### src/rtl/bypass_rf_client_pkg.sv
// Shared types and constants for the bypassing-RF issue client.
package bypass_rf_client_pkg;

    // Client FSM: IDLE holds nothing, WAIT holds a reserved instruction
    // whose operands may still be pending in the RF.
    typedef enum logic {
        IDLE = 1'b0,
        WAIT = 1'b1
    } state_e;

    // Read-slot names the client presents to the RF for its two sources.
    localparam int unsigned RD_SLOT_1 = 0;
    localparam int unsigned RD_SLOT_2 = 1;

endpackage

### src/rtl/bypass_rf_client_if.sv
// Bus bundle between the issue client and its neighbours: decode request,
// execute operand/result paths and the bypassing register file ports.
//
// Handshakes: a transfer happens on a cycle where both valid and ready are
// high; valid never waits on ready, and a source holding valid keeps its
// payload stable until the transfer cycle. REQ_READY is computed without
// looking at REQ_VALID, so decode may depend on it combinationally.
interface bypass_rf_client_if #(
    parameter int ADDR_W = 5,
    parameter int DATA_W = 32,
    parameter int NAME_W = 2
);
    // decode -> client
    logic              REQ_VALID;
    logic              REQ_READY;
    logic [ADDR_W-1:0] REQ_RS1;
    logic [ADDR_W-1:0] REQ_RS2;
    logic [ADDR_W-1:0] REQ_RD;
    logic              REQ_WR;
    // client -> execute
    logic              OP_VALID;
    logic              OP_READY;
    logic [DATA_W-1:0] OP_A;
    logic [DATA_W-1:0] OP_B;
    logic [NAME_W-1:0] OP_NAME;
    logic              OP_WR;
    // execute -> client
    logic              RES_VALID;
    logic [NAME_W-1:0] RES_NAME;
    logic [DATA_W-1:0] RES_DATA;
    // client <-> register file
    logic [ADDR_W-1:0] RF_ADDR_IN;
    logic              RF_ALLOC_E;
    logic              RF_ALLOC_READY;
    logic [NAME_W-1:0] RF_NAME_OUT;
    logic [ADDR_W-1:0] RF_ADDR_1;
    logic [ADDR_W-1:0] RF_ADDR_2;
    logic              RF_RRESE_1;
    logic              RF_RRESE_2;
    logic              RF_RRES_READY_1;
    logic              RF_RRES_READY_2;
    logic [NAME_W-1:0] RF_NAME_IN_1;
    logic [DATA_W-1:0] RF_D_IN_1;
    logic              RF_WE_1;
    logic [NAME_W-1:0] RF_NAME_IN_2;
    logic [DATA_W-1:0] RF_D_IN_2;
    logic              RF_WE_2;
    logic [NAME_W-1:0] RF_RD_NAME_1;
    logic [NAME_W-1:0] RF_RD_NAME_2;
    logic [DATA_W-1:0] RF_D_OUT_1;
    logic [DATA_W-1:0] RF_D_OUT_2;
    logic              RF_VALID_OUT_1;
    logic              RF_VALID_OUT_2;
    logic [NAME_W-1:0] RF_W_F;
    logic              RF_WFE;
    logic              RF_F_READY;
    logic              RF_FE_1;
    logic              RF_FE_2;

    // The client itself.
    modport slave (
        input  REQ_VALID, REQ_RS1, REQ_RS2, REQ_RD, REQ_WR,
        output REQ_READY,
        output OP_VALID, OP_A, OP_B, OP_NAME, OP_WR,
        input  OP_READY,
        input  RES_VALID, RES_NAME, RES_DATA,
        output RF_ADDR_IN, RF_ALLOC_E,
        input  RF_ALLOC_READY, RF_NAME_OUT,
        output RF_ADDR_1, RF_ADDR_2, RF_RRESE_1, RF_RRESE_2,
        input  RF_RRES_READY_1, RF_RRES_READY_2,
        output RF_NAME_IN_1, RF_D_IN_1, RF_WE_1,
        output RF_NAME_IN_2, RF_D_IN_2, RF_WE_2,
        output RF_RD_NAME_1, RF_RD_NAME_2,
        input  RF_D_OUT_1, RF_D_OUT_2, RF_VALID_OUT_1, RF_VALID_OUT_2,
        output RF_W_F, RF_WFE,
        input  RF_F_READY,
        output RF_FE_1, RF_FE_2
    );

    // Everything around the client: decode, execute and the RF.
    modport master (
        output REQ_VALID, REQ_RS1, REQ_RS2, REQ_RD, REQ_WR,
        input  REQ_READY,
        input  OP_VALID, OP_A, OP_B, OP_NAME, OP_WR,
        output OP_READY,
        output RES_VALID, RES_NAME, RES_DATA,
        input  RF_ADDR_IN, RF_ALLOC_E,
        output RF_ALLOC_READY, RF_NAME_OUT,
        input  RF_ADDR_1, RF_ADDR_2, RF_RRESE_1, RF_RRESE_2,
        output RF_RRES_READY_1, RF_RRES_READY_2,
        input  RF_NAME_IN_1, RF_D_IN_1, RF_WE_1,
        input  RF_NAME_IN_2, RF_D_IN_2, RF_WE_2,
        input  RF_RD_NAME_1, RF_RD_NAME_2,
        output RF_D_OUT_1, RF_D_OUT_2, RF_VALID_OUT_1, RF_VALID_OUT_2,
        input  RF_W_F, RF_WFE,
        output RF_F_READY,
        input  RF_FE_1, RF_FE_2
    );

endinterface

### src/rtl/bypass_rf_client_rf_commit_tracker.sv
// Tracks outstanding RF write names: which are allocated (pend), which have
// their result written (wr), and retires them strictly in allocation order.
module rf_commit_tracker #(
    parameter int NAME_W = 2
) (
    input  logic              CLK,
    input  logic              RST,
    input  logic              alloc_e,
    input  logic [NAME_W-1:0] alloc_name,
    input  logic              res_valid,
    input  logic [NAME_W-1:0] res_name,
    input  logic              f_ready,
    output logic              we,
    output logic [NAME_W-1:0] w_f,
    output logic              wfe,
    output logic              full,
    output logic [NAME_W:0]   count
);

    localparam int DEPTH = 1 << NAME_W;
    localparam logic [NAME_W-1:0] NAME_ONE = 1;
    localparam logic [NAME_W:0]   CNT_ONE  = 1;

    logic [DEPTH-1:0]  pend_q, pend_d;
    logic [DEPTH-1:0]  wr_q, wr_d;
    logic [NAME_W-1:0] cptr_q, cptr_d;
    logic [NAME_W:0]   count_q, count_d;

    // Result gating and commit request; both held low during reset.
    always_comb begin
        we   = !RST && res_valid && pend_q[res_name] && !wr_q[res_name];
        wfe  = !RST && pend_q[cptr_q] && wr_q[cptr_q] && f_ready;
        w_f  = cptr_q;
        // count never exceeds DEPTH, so its top bit alone means "full".
        full  = count_q[NAME_W];
        count = count_q;
    end

    // Next tracker state. The commit slot is cleared before the alloc slot
    // is set; they can only coincide when nothing is pending, in which case
    // no commit is possible anyway.
    always_comb begin
        pend_d  = pend_q;
        wr_d    = wr_q;
        cptr_d  = cptr_q;
        count_d = count_q;
        if (wfe) begin
            pend_d[cptr_q] = 1'b0;
            wr_d[cptr_q]   = 1'b0;
            cptr_d         = cptr_q + NAME_ONE;
        end
        if (alloc_e) begin
            pend_d[alloc_name] = 1'b1;
        end
        if (we) begin
            wr_d[res_name] = 1'b1;
        end
        case ({alloc_e, wfe})
            2'b10:   count_d = count_q + CNT_ONE;
            2'b01:   count_d = count_q - CNT_ONE;
            default: count_d = count_q;
        endcase
    end

    // Tracker registers.
    always_ff @(posedge CLK) begin
        if (RST) begin
            pend_q  <= '0;
            wr_q    <= '0;
            cptr_q  <= '0;
            count_q <= '0;
        end else begin
            pend_q  <= pend_d;
            wr_q    <= wr_d;
            cptr_q  <= cptr_d;
            count_q <= count_d;
        end
    end

endmodule

### src/rtl/bypass_rf_client.sv
// Issue-side client of the bypassing register file: reserves both source
// reads and the destination write atomically, waits for operands, hands
// them to execute, and routes execute results back into the RF.
module bypass_rf_client
    import bypass_rf_client_pkg::*;
#(
    parameter int ADDR_W = 5,
    parameter int DATA_W = 32,
    parameter int NAME_W = 2
) (
    input  logic              CLK,
    input  logic              RST,
    bypass_rf_client_if.slave bus,
    output state_e            dbg_state,
    output logic [NAME_W:0]   dbg_count
);

    state_e            state_q, state_d;
    logic [NAME_W-1:0] op_name_q, op_name_d;
    logic              op_wr_q, op_wr_d;

    logic op_valid;
    logic opfire;
    logic canres;
    logic req_ready;
    logic accept;
    logic alloc_e;
    logic full;
    logic res_we;
    logic wfe;
    logic [NAME_W-1:0] w_f;
    logic [NAME_W:0]   trk_count;

    // State and latched instruction fields.
    always_ff @(posedge CLK) begin
        if (RST) begin
            state_q   <= IDLE;
            op_name_q <= '0;
            op_wr_q   <= 1'b0;
        end else begin
            state_q   <= state_d;
            op_name_q <= op_name_d;
            op_wr_q   <= op_wr_d;
        end
    end

    // Next state: a new accept always wins (it also covers the same-cycle
    // free + reserve case); a bare operand transfer returns to IDLE.
    always_comb begin
        state_d   = state_q;
        op_name_d = op_name_q;
        op_wr_d   = op_wr_q;
        if (accept) begin
            state_d   = WAIT;
            op_name_d = bus.RF_NAME_OUT;
            op_wr_d   = bus.REQ_WR;
        end else if (opfire) begin
            state_d = IDLE;
        end
    end

    // Handshake decode. All three reservations key off the single accept
    // term so they fire together or not at all.
    always_comb begin
        op_valid  = !RST && (state_q == WAIT) &&
                    bus.RF_VALID_OUT_1 && bus.RF_VALID_OUT_2;
        opfire    = op_valid && bus.OP_READY;
        canres    = bus.RF_RRES_READY_1 && bus.RF_RRES_READY_2 &&
                    (!bus.REQ_WR || (bus.RF_ALLOC_READY && !full));
        req_ready = !RST && ((state_q == IDLE) || opfire) && canres;
        accept    = bus.REQ_VALID && req_ready;
        alloc_e   = accept && bus.REQ_WR;
    end

    rf_commit_tracker #(
        .NAME_W (NAME_W)
    ) u_tracker (
        .CLK        (CLK),
        .RST        (RST),
        .alloc_e    (alloc_e),
        .alloc_name (bus.RF_NAME_OUT),
        .res_valid  (bus.RES_VALID),
        .res_name   (bus.RES_NAME),
        .f_ready    (bus.RF_F_READY),
        .we         (res_we),
        .w_f        (w_f),
        .wfe        (wfe),
        .full       (full),
        .count      (trk_count)
    );

    // Decode side
    assign bus.REQ_READY    = req_ready;

    // Execute side: operands pass straight through from the RF read ports
    assign bus.OP_VALID     = op_valid;
    assign bus.OP_A         = bus.RF_D_OUT_1;
    assign bus.OP_B         = bus.RF_D_OUT_2;
    assign bus.OP_NAME      = op_name_q;
    assign bus.OP_WR        = op_wr_q;

    // RF reservation ports
    assign bus.RF_ADDR_1    = bus.REQ_RS1;
    assign bus.RF_ADDR_2    = bus.REQ_RS2;
    assign bus.RF_ADDR_IN   = ADDR_W'(bus.REQ_RD);
    assign bus.RF_RRESE_1   = accept;
    assign bus.RF_RRESE_2   = accept;
    assign bus.RF_ALLOC_E   = alloc_e;
    assign bus.RF_RD_NAME_1 = NAME_W'(RD_SLOT_1);
    assign bus.RF_RD_NAME_2 = NAME_W'(RD_SLOT_2);

    // RF write ports: port 1 carries execute results, port 2 is unused
    assign bus.RF_NAME_IN_1 = bus.RES_NAME;
    assign bus.RF_D_IN_1    = bus.RES_DATA;
    assign bus.RF_WE_1      = res_we;
    assign bus.RF_NAME_IN_2 = '0;
    assign bus.RF_D_IN_2    = {DATA_W{1'b0}};
    assign bus.RF_WE_2      = 1'b0;

    // RF commit and read-slot frees
    assign bus.RF_W_F       = w_f;
    assign bus.RF_WFE       = wfe;
    assign bus.RF_FE_1      = opfire;
    assign bus.RF_FE_2      = opfire;

    // Debug visibility
    assign dbg_state        = state_q;
    assign dbg_count        = trk_count;

endmodule

### src/flat_wrapper.sv
// flat-port wrapper written by rule: the top's interface ports become plain ports
module bypass_rf_client_flat import bypass_rf_client_pkg::*;
#(
    parameter int ADDR_W = 5,
    parameter int DATA_W = 32,
    parameter int NAME_W = 2
)
  (CLK, RST, dbg_state, dbg_count, bus_REQ_VALID, bus_REQ_RS1, bus_REQ_RS2, bus_REQ_RD, bus_REQ_WR, bus_REQ_READY, bus_OP_VALID, bus_OP_A, bus_OP_B, bus_OP_NAME, bus_OP_WR, bus_OP_READY, bus_RES_VALID, bus_RES_NAME, bus_RES_DATA, bus_RF_ADDR_IN, bus_RF_ALLOC_E, bus_RF_ALLOC_READY, bus_RF_NAME_OUT, bus_RF_ADDR_1, bus_RF_ADDR_2, bus_RF_RRESE_1, bus_RF_RRESE_2, bus_RF_RRES_READY_1, bus_RF_RRES_READY_2, bus_RF_NAME_IN_1, bus_RF_D_IN_1, bus_RF_WE_1, bus_RF_NAME_IN_2, bus_RF_D_IN_2, bus_RF_WE_2, bus_RF_RD_NAME_1, bus_RF_RD_NAME_2, bus_RF_D_OUT_1, bus_RF_D_OUT_2, bus_RF_VALID_OUT_1, bus_RF_VALID_OUT_2, bus_RF_W_F, bus_RF_WFE, bus_RF_F_READY, bus_RF_FE_1, bus_RF_FE_2);
  bypass_rf_client_if #(.ADDR_W(ADDR_W), .DATA_W(DATA_W), .NAME_W(NAME_W)) bus_i ();
  input  logic CLK;
  input  logic RST;
  output state_e dbg_state;
  output logic [NAME_W:0] dbg_count;
  input wire logic [$bits(bus_i.REQ_VALID)-1:0] bus_REQ_VALID;
  input wire logic [$bits(bus_i.REQ_RS1)-1:0] bus_REQ_RS1;
  input wire logic [$bits(bus_i.REQ_RS2)-1:0] bus_REQ_RS2;
  input wire logic [$bits(bus_i.REQ_RD)-1:0] bus_REQ_RD;
  input wire logic [$bits(bus_i.REQ_WR)-1:0] bus_REQ_WR;
  output wire logic [$bits(bus_i.REQ_READY)-1:0] bus_REQ_READY;
  output wire logic [$bits(bus_i.OP_VALID)-1:0] bus_OP_VALID;
  output wire logic [$bits(bus_i.OP_A)-1:0] bus_OP_A;
  output wire logic [$bits(bus_i.OP_B)-1:0] bus_OP_B;
  output wire logic [$bits(bus_i.OP_NAME)-1:0] bus_OP_NAME;
  output wire logic [$bits(bus_i.OP_WR)-1:0] bus_OP_WR;
  input wire logic [$bits(bus_i.OP_READY)-1:0] bus_OP_READY;
  input wire logic [$bits(bus_i.RES_VALID)-1:0] bus_RES_VALID;
  input wire logic [$bits(bus_i.RES_NAME)-1:0] bus_RES_NAME;
  input wire logic [$bits(bus_i.RES_DATA)-1:0] bus_RES_DATA;
  output wire logic [$bits(bus_i.RF_ADDR_IN)-1:0] bus_RF_ADDR_IN;
  output wire logic [$bits(bus_i.RF_ALLOC_E)-1:0] bus_RF_ALLOC_E;
  input wire logic [$bits(bus_i.RF_ALLOC_READY)-1:0] bus_RF_ALLOC_READY;
  input wire logic [$bits(bus_i.RF_NAME_OUT)-1:0] bus_RF_NAME_OUT;
  output wire logic [$bits(bus_i.RF_ADDR_1)-1:0] bus_RF_ADDR_1;
  output wire logic [$bits(bus_i.RF_ADDR_2)-1:0] bus_RF_ADDR_2;
  output wire logic [$bits(bus_i.RF_RRESE_1)-1:0] bus_RF_RRESE_1;
  output wire logic [$bits(bus_i.RF_RRESE_2)-1:0] bus_RF_RRESE_2;
  input wire logic [$bits(bus_i.RF_RRES_READY_1)-1:0] bus_RF_RRES_READY_1;
  input wire logic [$bits(bus_i.RF_RRES_READY_2)-1:0] bus_RF_RRES_READY_2;
  output wire logic [$bits(bus_i.RF_NAME_IN_1)-1:0] bus_RF_NAME_IN_1;
  output wire logic [$bits(bus_i.RF_D_IN_1)-1:0] bus_RF_D_IN_1;
  output wire logic [$bits(bus_i.RF_WE_1)-1:0] bus_RF_WE_1;
  output wire logic [$bits(bus_i.RF_NAME_IN_2)-1:0] bus_RF_NAME_IN_2;
  output wire logic [$bits(bus_i.RF_D_IN_2)-1:0] bus_RF_D_IN_2;
  output wire logic [$bits(bus_i.RF_WE_2)-1:0] bus_RF_WE_2;
  output wire logic [$bits(bus_i.RF_RD_NAME_1)-1:0] bus_RF_RD_NAME_1;
  output wire logic [$bits(bus_i.RF_RD_NAME_2)-1:0] bus_RF_RD_NAME_2;
  input wire logic [$bits(bus_i.RF_D_OUT_1)-1:0] bus_RF_D_OUT_1;
  input wire logic [$bits(bus_i.RF_D_OUT_2)-1:0] bus_RF_D_OUT_2;
  input wire logic [$bits(bus_i.RF_VALID_OUT_1)-1:0] bus_RF_VALID_OUT_1;
  input wire logic [$bits(bus_i.RF_VALID_OUT_2)-1:0] bus_RF_VALID_OUT_2;
  output wire logic [$bits(bus_i.RF_W_F)-1:0] bus_RF_W_F;
  output wire logic [$bits(bus_i.RF_WFE)-1:0] bus_RF_WFE;
  input wire logic [$bits(bus_i.RF_F_READY)-1:0] bus_RF_F_READY;
  output wire logic [$bits(bus_i.RF_FE_1)-1:0] bus_RF_FE_1;
  output wire logic [$bits(bus_i.RF_FE_2)-1:0] bus_RF_FE_2;
  assign bus_i.REQ_VALID = bus_REQ_VALID;
  assign bus_i.REQ_RS1 = bus_REQ_RS1;
  assign bus_i.REQ_RS2 = bus_REQ_RS2;
  assign bus_i.REQ_RD = bus_REQ_RD;
  assign bus_i.REQ_WR = bus_REQ_WR;
  assign bus_REQ_READY = bus_i.REQ_READY;
  assign bus_OP_VALID = bus_i.OP_VALID;
  assign bus_OP_A = bus_i.OP_A;
  assign bus_OP_B = bus_i.OP_B;
  assign bus_OP_NAME = bus_i.OP_NAME;
  assign bus_OP_WR = bus_i.OP_WR;
  assign bus_i.OP_READY = bus_OP_READY;
  assign bus_i.RES_VALID = bus_RES_VALID;
  assign bus_i.RES_NAME = bus_RES_NAME;
  assign bus_i.RES_DATA = bus_RES_DATA;
  assign bus_RF_ADDR_IN = bus_i.RF_ADDR_IN;
  assign bus_RF_ALLOC_E = bus_i.RF_ALLOC_E;
  assign bus_i.RF_ALLOC_READY = bus_RF_ALLOC_READY;
  assign bus_i.RF_NAME_OUT = bus_RF_NAME_OUT;
  assign bus_RF_ADDR_1 = bus_i.RF_ADDR_1;
  assign bus_RF_ADDR_2 = bus_i.RF_ADDR_2;
  assign bus_RF_RRESE_1 = bus_i.RF_RRESE_1;
  assign bus_RF_RRESE_2 = bus_i.RF_RRESE_2;
  assign bus_i.RF_RRES_READY_1 = bus_RF_RRES_READY_1;
  assign bus_i.RF_RRES_READY_2 = bus_RF_RRES_READY_2;
  assign bus_RF_NAME_IN_1 = bus_i.RF_NAME_IN_1;
  assign bus_RF_D_IN_1 = bus_i.RF_D_IN_1;
  assign bus_RF_WE_1 = bus_i.RF_WE_1;
  assign bus_RF_NAME_IN_2 = bus_i.RF_NAME_IN_2;
  assign bus_RF_D_IN_2 = bus_i.RF_D_IN_2;
  assign bus_RF_WE_2 = bus_i.RF_WE_2;
  assign bus_RF_RD_NAME_1 = bus_i.RF_RD_NAME_1;
  assign bus_RF_RD_NAME_2 = bus_i.RF_RD_NAME_2;
  assign bus_i.RF_D_OUT_1 = bus_RF_D_OUT_1;
  assign bus_i.RF_D_OUT_2 = bus_RF_D_OUT_2;
  assign bus_i.RF_VALID_OUT_1 = bus_RF_VALID_OUT_1;
  assign bus_i.RF_VALID_OUT_2 = bus_RF_VALID_OUT_2;
  assign bus_RF_W_F = bus_i.RF_W_F;
  assign bus_RF_WFE = bus_i.RF_WFE;
  assign bus_i.RF_F_READY = bus_RF_F_READY;
  assign bus_RF_FE_1 = bus_i.RF_FE_1;
  assign bus_RF_FE_2 = bus_i.RF_FE_2;
  bypass_rf_client #(.ADDR_W(ADDR_W), .DATA_W(DATA_W), .NAME_W(NAME_W)) u_core (.CLK(CLK), .RST(RST), .bus(bus_i), .dbg_state(dbg_state), .dbg_count(dbg_count));
endmodule
### config.mk
export PLATFORM = sky130hd
export DESIGN_NAME = bypass_rf_client_flat
export DESIGN_NICKNAME = d
export VERILOG_FILES = /design/src/rtl/bypass_rf_client_pkg.sv /design/src/rtl/bypass_rf_client_if.sv /design/src/rtl/bypass_rf_client_rf_commit_tracker.sv /design/src/rtl/bypass_rf_client.sv /design/src/flat_wrapper.sv
export SDC_FILE = /design/constraint.sdc
export NUM_CORES = 1
export LEC_CHECK = 0
export BUFFER_PORTS_ARGS = -buffer_cell sky130_fd_sc_hd__buf_4
export CAP_MARGIN = 5
export CORE_AREA = 2 2 114 116
export DETAILED_ROUTE_END_ITERATION = 10
export DIE_AREA = 0 0 116 118
export PLACE_DENSITY = 0.48
export SYNTH_ARGS = -nofsm -noshare
export SYNTH_HDL_FRONTEND = slang
export SYNTH_HIERARCHICAL = 1
export SYNTH_SLANG_ARGS = --single-unit
### constraint.sdc
create_clock -name CLK -period 3.6 [get_ports CLK]
set_input_delay 0.18 -clock CLK [delete_from_list [all_inputs] [get_ports CLK]]
set_output_delay 0.18 -clock CLK [all_outputs]
set_load 0.05 [all_outputs]
==> flow_summary.toml <==
[synthesis]
ys_ff_latch = 17
yosysWarnings = 6
synth_ff_type = "dfxtp_1"
postSynthCellCount = 266
synthTopCellsByCount = "156 x buf_4, 17 x dfxtp_1, 11 x inv_1, 5 x ha_1, 5 x o21ai_0"
syn_area_per_cell_sq_um = 8.42
synth_edf_count = 0
yosysSeqAreaShare_pct = 15.2
synth_top_area_share_pct = 52.3
async_reset_ff_share_pct = 0
yosysMostFrequentCell = "buf_4"
synth_area_sq_um = 2240
yosysUniqueCellTypes = 48
synth_top_cell_by_area = "buf_4"
synth_area_leaders = "buf_4 52%, dfxtp_1 15%, ha_1 2.8%, inv_1 1.8%, and3b_2 1.3%"

[floorplan]
num_io_pins = 297
fp.dieW_microns = 116
die-area_sq_um = 13700
die_h_microns = 118
rows = 41
core_sq_um = 12400
start_util_pct = 18.1

[global_route]
grt_use_total_pct = 5.98
overflow = 0
antenna_found_initial = 0
grt_pass1_vias = 1140
grt_max_degree = 25
grt_pass1_wl_microns = 6310

[timing]
setup_tns_ps = 0
finalMaxSlewViolations = 0
finalCritPeriodShare_pct = 69.9
finalSetupViolCount = 0
rsz0062_at_grt = "false"
hold_viol_final = 0
period_minus_slack_ps = 2520
max_freq_mhz = 397
setup_slack_ps = 1080
fin_skew_ps = 2.90

[clocking]
cts_setup_buffers = 0
cts.sinks = 17
htree_levels = 1
cts-root-buf = "clkbuf_16"
clk_latency_ps = 250
cts.repair.resized = 0
cts_tree = "built"
numCtsBuffers = 3
cts.reportedPaths.clkPinSlew_ps = 50
cts_buffer_depth = 2
cts_hold_buf = 0

[place]
port_buffers = 35
place_congestion = 0.787
hpwl_microns = 3590
place_ws_ps = 898

[setup_path]
reg2reg_from = "u_core/u_tracker/count[2]$_SDFFE_PP0P_"
critPathArrivalTime_ps = 2700
required_ps = 3780
rr_worst_depth = 9
crit_fanout = 5
rrSetupSlack_ps = 1080
worstSetupPathType = "flop to flop"
cp-end-kind = "flop"
critPathLaunchType = "flop"
r2r-end = "u_core/u_tracker/count[2]$_SDFFE_PP0P_"

[cells_and_area]
n_antenna_cell = 0
drive_above_1_share_pct = 30.3
num-fill-cells = 1427
nets = 319
multi_input_area_sq_um = 816
syn_to_final_growth_pct = -21.7
regArea_sq_um = 340

[detailed_routing]
drt-pass1-iter-count = 4
wirelength_microns = 4450
drc = 0
antenna_left = 0
vias_per_cell = 3.43
via_count = 1224
dr.first_iter.drc_count = 42
wl_per_cell_microns = 12.5

[worst_hold_path]
whs_endpoint = "u_core/bus.OP_NAME[1]$_SDFFE_PP0P_"
worstHoldPathType = "input port to flop"
whs_path_depth = 2
min-delay-start = "bus_RF_NAME_OUT[1]"

[outcome]
status = "completed"

[pwr]
ir_worst_vdd_mv = 0.0971
power.total_uw = 636
leakage_uw = 0.000776
p_per_area_nw_per_um2 = 362

[flow_run]
drv_cap = 0
-- flip-flops by register name (all words and copies together), names as in the netlist --
| name | flops |
|---|---|
| u_core/bus.OP_NAME | 2 |
| u_core/u_tracker/wr_q | 4 |
| u_core/u_tracker/pend_q | 4 |
| u_core/bus.OP_WR | 1 |
| u_core/u_tracker/count | 3 |
| u_core/dbg_state | 1 |
| u_core/u_tracker/w_f | 2 |
-- how the worst max path moves through the flow --
stage	cells after the start	slack (ps)	from	endpoint
after detailed placement	10	900	RST	u_core/u_tracker/count[2]$_SDFFE_PP0P_
after floorplan	8	510	u_core/dbg_state$_SDFFE_PP0P_	u_core/u_tracker/count[2]$_SDFFE_PP0P_
after CTS	9	1060	u_core/u_tracker/count[2]$_SDFFE_PP0P_	u_core/u_tracker/count[2]$_SDFFE_PP0P_
after global routing	9	930	u_core/u_tracker/count[2]$_SDFFE_PP0P_	u_core/u_tracker/count[2]$_SDFFE_PP0P_
final	9	1080	u_core/u_tracker/count[2]$_SDFFE_PP0P_	u_core/u_tracker/count[2]$_SDFFE_PP0P_
after global placement	10	1020	RST	u_core/u_tracker/count[2]$_SDFFE_PP0P_
-- cells in the final DEF (no fill, tap or decap), drive strengths merged, types with 3 or more instances in the layout --
cell type / n
nand2b: 3
o21ai: 5
a21oi: 4
dfxtp: 17
nand3: 4
nor3: 3
buf: 35
inv: 11
conb: 39
and3b: 3
nand2: 4
clkbuf: 3
nor2: 4
nor3b: 3
ha: 5
-- critical path: stages, from the launching register on --
cell and delay (ps):
dfxtp_1 330, nand2b_1 180, a221o_2 410, nor2_1 210, inv_1 90, ha_1 240, fa_1 400, xnor2_1 150
or3_1 300, a21oi_1 140
-- cells by family (layout without fill, tap and decap cells) --
family                   count (synthesis)  count (layout)  synth area share, %
AO/OA/AOI/OAI                           30              30                 11.3
AND/OR/NAND/NOR                         37              37                 11.9
adder cells (fa/ha/maj)                  6               6                 3.69
XOR/XNOR                                 2               2                0.782
multiplexers                             4               4                 2.23
other                                    2              39                0.335
buffers and inverters                  168              50                 54.6
flip-flops                              17              17                 15.2
-- through the flow --
stage,utilization (%),cells,instance area [sq um],hold WS (ps)
after floorplan,-,303,2380,249
after global placement,13.5,353,1680,360
after global routing,14.1,357,1760,177
after detailed placement,13.5,353,1680,360
final,14.1,357,1760,179
after CTS,14.1,357,1760,175
-- report_power, final --
group	switching, uW	internal [uW]	total [uW]
Combinational	163	44.8	208
Sequential	9.78	194	203
Clock	76.2	149	225
Total	249	387	636
-- final cells by class --
class | count | area share [%]
sequential | 17 | 19.4
clock inverter | 1 | 0.285
timing repair buffer | 35 | 15.0
inverter | 11 | 2.35
clock buffer | 3 | 4.28
multi-input combinational | 118 | 46.5
tap | 172 | 12.3
-- per-layer routing --
metal  vias to the layer above  share of wire (%)  track usage (%)
met4                         0                9.7             7.07
met1                       553                 32             5.61
met5                         -                  0                0
met3                        60                 14             2.52
li1                        518                  -                -
met2                        93                 44             8.88
(Power assumes the default switching activity.)
